**src/rtl/gpo_led_driver.sv**
```systemverilog
// -----------------------------------------------------------------------------
// gpo_led_driver
//
// Drives the board LED pads from the general-purpose output bus. Each channel
// stretches short GPO pulses to a minimum visible on-time. An optional shared
// PWM dims all LEDs together.
//
// Optional feature macro: LED_DIM_PWM_EN
//   defined   : shared PWM dimming with brightness latched at each period start.
//   undefined : led_o is active_o registered once; brightness_i is unused.
//
// Parameters:
//   Width         number of GPO / LED channels
//   StretchCycles minimum cycles active_o stays high after the last high
//                 sample of a channel (0 = plain one-cycle register)
//   PwmBits       width of the PWM counter and of the brightness value
//
// Ports:
//   clk_sys_i     system clock
//   rst_sys_i     synchronous, active-high reset
//   gp_i          GPO level bus, sampled every cycle
//   brightness_i  shared LED duty value (PWM build only)
//   active_o      stretched per-channel state, before PWM
//   led_o         LED pad drive, one cycle behind active_o
// -----------------------------------------------------------------------------
module gpo_led_driver #(
  parameter int unsigned Width         = 8,
  parameter int unsigned StretchCycles = 2500000,
  parameter int unsigned PwmBits       = 4
) (
  input  logic               clk_sys_i,
  input  logic               rst_sys_i,
  input  logic [Width-1:0]   gp_i,
  input  logic [PwmBits-1:0] brightness_i,
  output logic [Width-1:0]   active_o,
  output logic [Width-1:0]   led_o
);

  // A zero-cycle stretch still needs a 1-bit counter to stay legal.
  localparam int unsigned   CntW    = (StretchCycles > 0) ? $clog2(StretchCycles + 1) : 1;
  localparam logic [CntW-1:0] CntLoad = CntW'(StretchCycles);

  logic [Width-1:0][CntW-1:0] cnt_q, cnt_d;
  logic [Width-1:0]           active_q, active_d;
  logic [Width-1:0]           led_q, led_d;

  // ---------------------------------------------------------------------------
  // Per-channel stretch. A high sample loads the counter; active stays high
  // while the counter is non-zero, so a single-cycle pulse yields
  // StretchCycles+1 high cycles and a re-trigger simply reloads the counter.
  // ---------------------------------------------------------------------------
  always_comb begin
    for (int i = 0; i < Width; i++) begin
      // NOTE: every output of a combinational block gets a default first, so no
      // path can leave it unassigned and infer a latch.
      cnt_d[i]    = cnt_q[i];
      active_d[i] = 1'b0;
      if (gp_i[i]) begin
        cnt_d[i]    = CntLoad;
        active_d[i] = 1'b1;
      end else if (cnt_q[i] != '0) begin
        cnt_d[i]    = cnt_q[i] - 1'b1;
        active_d[i] = 1'b1;
      end
    end
  end

`ifdef LED_DIM_PWM_EN
  // ---------------------------------------------------------------------------
  // Shared PWM. Brightness is only taken at the last count of a period so a
  // change never cuts a period short. All-ones means continuously on.
  // ---------------------------------------------------------------------------
  logic [PwmBits-1:0] pwm_cnt_q;
  logic [PwmBits-1:0] bright_q;
  logic               pwm_on;

  always_comb begin
    pwm_on = (&bright_q) | (pwm_cnt_q < bright_q);
    led_d  = active_q & {Width{pwm_on}};
  end

  always_ff @(posedge clk_sys_i) begin
    if (rst_sys_i) begin
      pwm_cnt_q <= '0;
      bright_q  <= '0;
    end else begin
      pwm_cnt_q <= pwm_cnt_q + 1'b1;
      if (&pwm_cnt_q) begin
        bright_q <= brightness_i;
      end
    end
  end
`else
  // Brightness has no meaning without the PWM; fold it into a sink.
  logic unused_brightness;

  always_comb begin
    unused_brightness = ^brightness_i;
    led_d             = active_q;
  end
`endif

  // ---------------------------------------------------------------------------
  // State registers. The counters are plain flops, so they are cleared with
  // everything else; a reset mid-stretch leaves no residual on-time.
  // ---------------------------------------------------------------------------
  always_ff @(posedge clk_sys_i) begin
    // NOTE: sequential state uses non-blocking assignments so every register
    // samples the pre-edge values regardless of statement order.
    if (rst_sys_i) begin
      cnt_q    <= '0;
      active_q <= '0;
      led_q    <= '0;
    end else begin
      cnt_q    <= cnt_d;
      active_q <= active_d;
      led_q    <= led_d;
    end
  end

  assign active_o = active_q;
  assign led_o    = led_q;

endmodule

```
**config.mk**
```make
export PLATFORM = sky130hd
export DESIGN_NAME = gpo_led_driver
export DESIGN_NICKNAME = d
export VERILOG_FILES = /design/src/rtl/gpo_led_driver.sv
export SDC_FILE = /design/constraint.sdc
export NUM_CORES = 1
export LEC_CHECK = 0
export BUFFER_PORTS_ARGS = -buffer_cell sky130_fd_sc_hd__buf_2
export CAP_MARGIN = 40
export CORE_ASPECT_RATIO = 1.25
export CORE_UTILIZATION = 50
export DETAILED_ROUTE_END_ITERATION = 8
export PLACE_DENSITY = 0.66
export SETUP_SLACK_MARGIN = 0.3
export SYNTH_ARGS = -nofsm -noshare
export SYNTH_HDL_FRONTEND = slang
export SYNTH_SLANG_ARGS = --single-unit
export TNS_END_PERCENT = 50
```
**constraint.sdc**
```tcl
create_clock -name clk_sys_i -period 2.6 [get_ports clk_sys_i]
set_clock_uncertainty 0.05 [all_clocks]
set_input_delay 0 -clock clk_sys_i [delete_from_list [all_inputs] [get_ports clk_sys_i]]
set_output_delay 0 -clock clk_sys_i [all_outputs]
set_load 0.005 [all_outputs]
```
==> impl_results.md <==
* Status: complete, no violations
* R2R Path Start: cnt_q[165]
* Switching share of power at 0.2818
* Wirelength per Cell at 13.49 um
* Slew Limit Fails at 0
* Worst-path cell chain: or4_4, or4_4, or3_1, or3_1, a21oi_1
* Mapped cell area at 9090 um^2
* Die ar. at 18,730 um^2
* Synth warnings at 0
* Register-to-register setup slack at 0.29 ns
* Seq/Total Area, Yosys at 0.4228
* Initial drt markers at 395
* Metal2 WL at 8.785 mm
* Synth Instances at 1,047
* Sequential share of power at 0.464
* Io pins at 30
* Total grt overflow at 0
* Logic pwr share at 0.204
* Fmax at 432.6 MHz
* Worst-Margin Slew at 0.6118 ns
* Hold Startpoint: rst_sys_i
* Worst Path Max Fanout at 3
* Top Layer Used: met4
* Max-slew headroom at 0.5921
* Nets at 1,133
* Tmin final at 2.311 ns
* Critical Path AT at 2.61 ns
* Die W at 122.6 um
* Min-Delay Path Class: primary input to flop
* Antenna violations before repair at 0
* Final setup fails at 0
* Post-synth EDFFs at 0
* Top FF cell, synth: dfxtp_1
* Final core utilization at 0.5876
* Num rows at 54
* Unrepaired setup endpoints after global routing: true
* Htree depth at 4
* Area leader, netlist: dfxtp_1
* Max clock buf depth at 2
* Remaining DRCs at 0
* Power density cells at 697.7 nW/um^2
* Synth Area per Inst at 8.682 um^2
* Post-synth top area share at 0.4228
* Diodes inserted at 0
* Inserted Clock Buffers at 17
* Clock latency on the worst-skew pair at 0.42 ns
* Register bit total from synthesis at 192
* Fin crit share at 0.8890
* Commonest non-fill, non-tap cell in the layout: dfxtp_1
* Vias per inst at 5.642
* CP max-delay cell: or4_4
* Detail Route Antenna Nets at 0
* Area Growth Syn to Fin at 13.98%
* Synth cell types at 55
* DR WL met3 at 397 um
* CP bufs+invs at 0
* Setup crit start: cnt_q[165]
* Clock Tree Root: clkbuf_16
* Internal at 5192 uW
* All-layer global routing usage at 0.2044
* Largest stage delay, worst path at 0.55 ns
* Peak supply drop at 0.5370 mV
* FF+latch area at 3847 um^2
* Reg clk slew, reported paths at 0.06 ns
* Worst Path Required at 2.90 ns
* Routed metal-1 wirelength at 8.602 mm
* Pre-Repair DR Iteration Count at 4
* Total core area at 17,630 um^2
* Fillers at 1,594
* Final GP Congestion at 0.8283
* IO buf count at 25
* Die Ht at 152.8 um
* DP Wirelength at 12.13 mm
* Hold Fails Final Rpt at 0
* Synth top area cells: dfxtp_1 42%, xor2_1 6.8%, nor2_1 6.0%
* Clock share of power at 0.332
* Number of global-route vias before repair at 7,193
* Placed insts at 1,291
* Area of the multi-input gates at 5052 um^2
* Setup crit end kind: flop
* Net Count, Synth at 1,077
* CTS tree: built
* Leakage at 0.003812 uW
* Delay-heaviest family, CP: simple AND/OR/NAND/NOR gates
* WS Path Type: flop to flop
* Starting Density at 0.5155
* Largest net degree at the start of global routing at 53
* Post-route insts no fill at 1,337
* Share of cells above drive strength 1 at 0.1321
* Clk sinks at 192
* Max-cap viol count at 0
* First-pass GRT wire length at 31.77 mm
* Async set-reset flop share out of synthesis at 0
* Commonest cells after routing, fill and taps aside: 189 x dfxtp_1, 145 x nor2_1, 77 x a21oi_1
* Crit path launch type: flop
* Routed WL at 18.04 mm
* Vias post-DR at 7,543
* Total net switching power at 2037 uW
* Setup_tns at 0 ns
through the flow:
stage | setup slack [ns] | hold slack (ns) | power (uW) | cell area [um^2]
floorplan | 0.3682 | 0.07055 | 4462 | 9090
global placement | 0.1407 | 0.2111 | 4812 | 9603
detailed placement | 0.1117 | 0.2129 | 4826 | 9603
CTS | 0.2971 | 0.0003879 | 7279 | 10240
global route | 0.1896 | 0.02534 | 7652 | 10360
finish | 0.2885 | 0.02736 | 7229 | 10360
synth_stat cells (all sizes together) (30+ instances only):
cell type  instances
nor3              49
nor4              37
or4               30
dfxtp            192
o21ai             34
or3               31
a21oi             77
clkbuf            31
nor2             146
nand3             36
xor2              71
xnor2             49
worst register-to-register path, stage by stage, from the launching register on:
cell and delay, ns:
dfxtp_2 0.33, or4_4 0.55, or4_4 0.53, or3_1 0.33, or3_1 0.32, a21oi_1 0.13
final cells by class:
class                           instances  area share
Sequential cell                       192      0.3713
Timing Repair Buffer                   76     0.05193
Multi-Input combinational cell        788      0.4876
Clock buffer                           23     0.04613
Tap cell                              224     0.02705
Clock inverter                          6    0.005796
Inverter                               28     0.01014
power by group through the flow:
stage               Clock, uW  Sequential, uW  Combinational [uW]
floorplan                   0            3370                1090
global placement            0            3410                1400
detailed placement          0            3410                1410
CTS                      2490            3350                1440
global route             2600            3390                1660
finish                   2400            3350                1470
sequential cells by signal (all words and copies together), names as in the netlist:
signal	cells
cnt_q	176
led_o	8
active_o	8
logic make-up after synthesis:
| kind of cell | after synthesis | share of synthesized area |
|---|---|---|
| fa+ha+maj | 16 | 0.02202 |
| flops | 192 | 0.4228 |
| compound gates | 186 | 0.1221 |
| xor+xnor | 120 | 0.1156 |
| buf+inv | 67 | 0.02808 |
| mux | 7 | 0.008396 |
| simple gates | 459 | 0.2809 |
path summary, 6_finish.rpt:
| path | cells after the start | endpoint |
|---|---|---|
| max | 5 | cnt_q[173] |
| min | 2 | cnt_q[13] |
| max reg2reg | 5 | cnt_q[173] |
| min reg2reg | 1 | led_o[3] |
metal layers:
layer,global-route usage,up-vias
met1,0.2524,3547
met5,0,-
met3,0.03780,22
li1,-,3896
met2,0.3518,78
met4,0.06852,0
timing repair:
| action | in CTS | in global routing |
|---|---|---|
| resized for setup | 3 | 20 |
| setup endpoints to repair | 18 | 40 |
| hold buffers | 8 | 0 |
| pin swaps | 3 | 12 |
| endpoints found under the hold margin | 72 | 0 |
| setup buffers | 2 | 7 |
No activity file was read; power rests on OpenSTA's default activity.
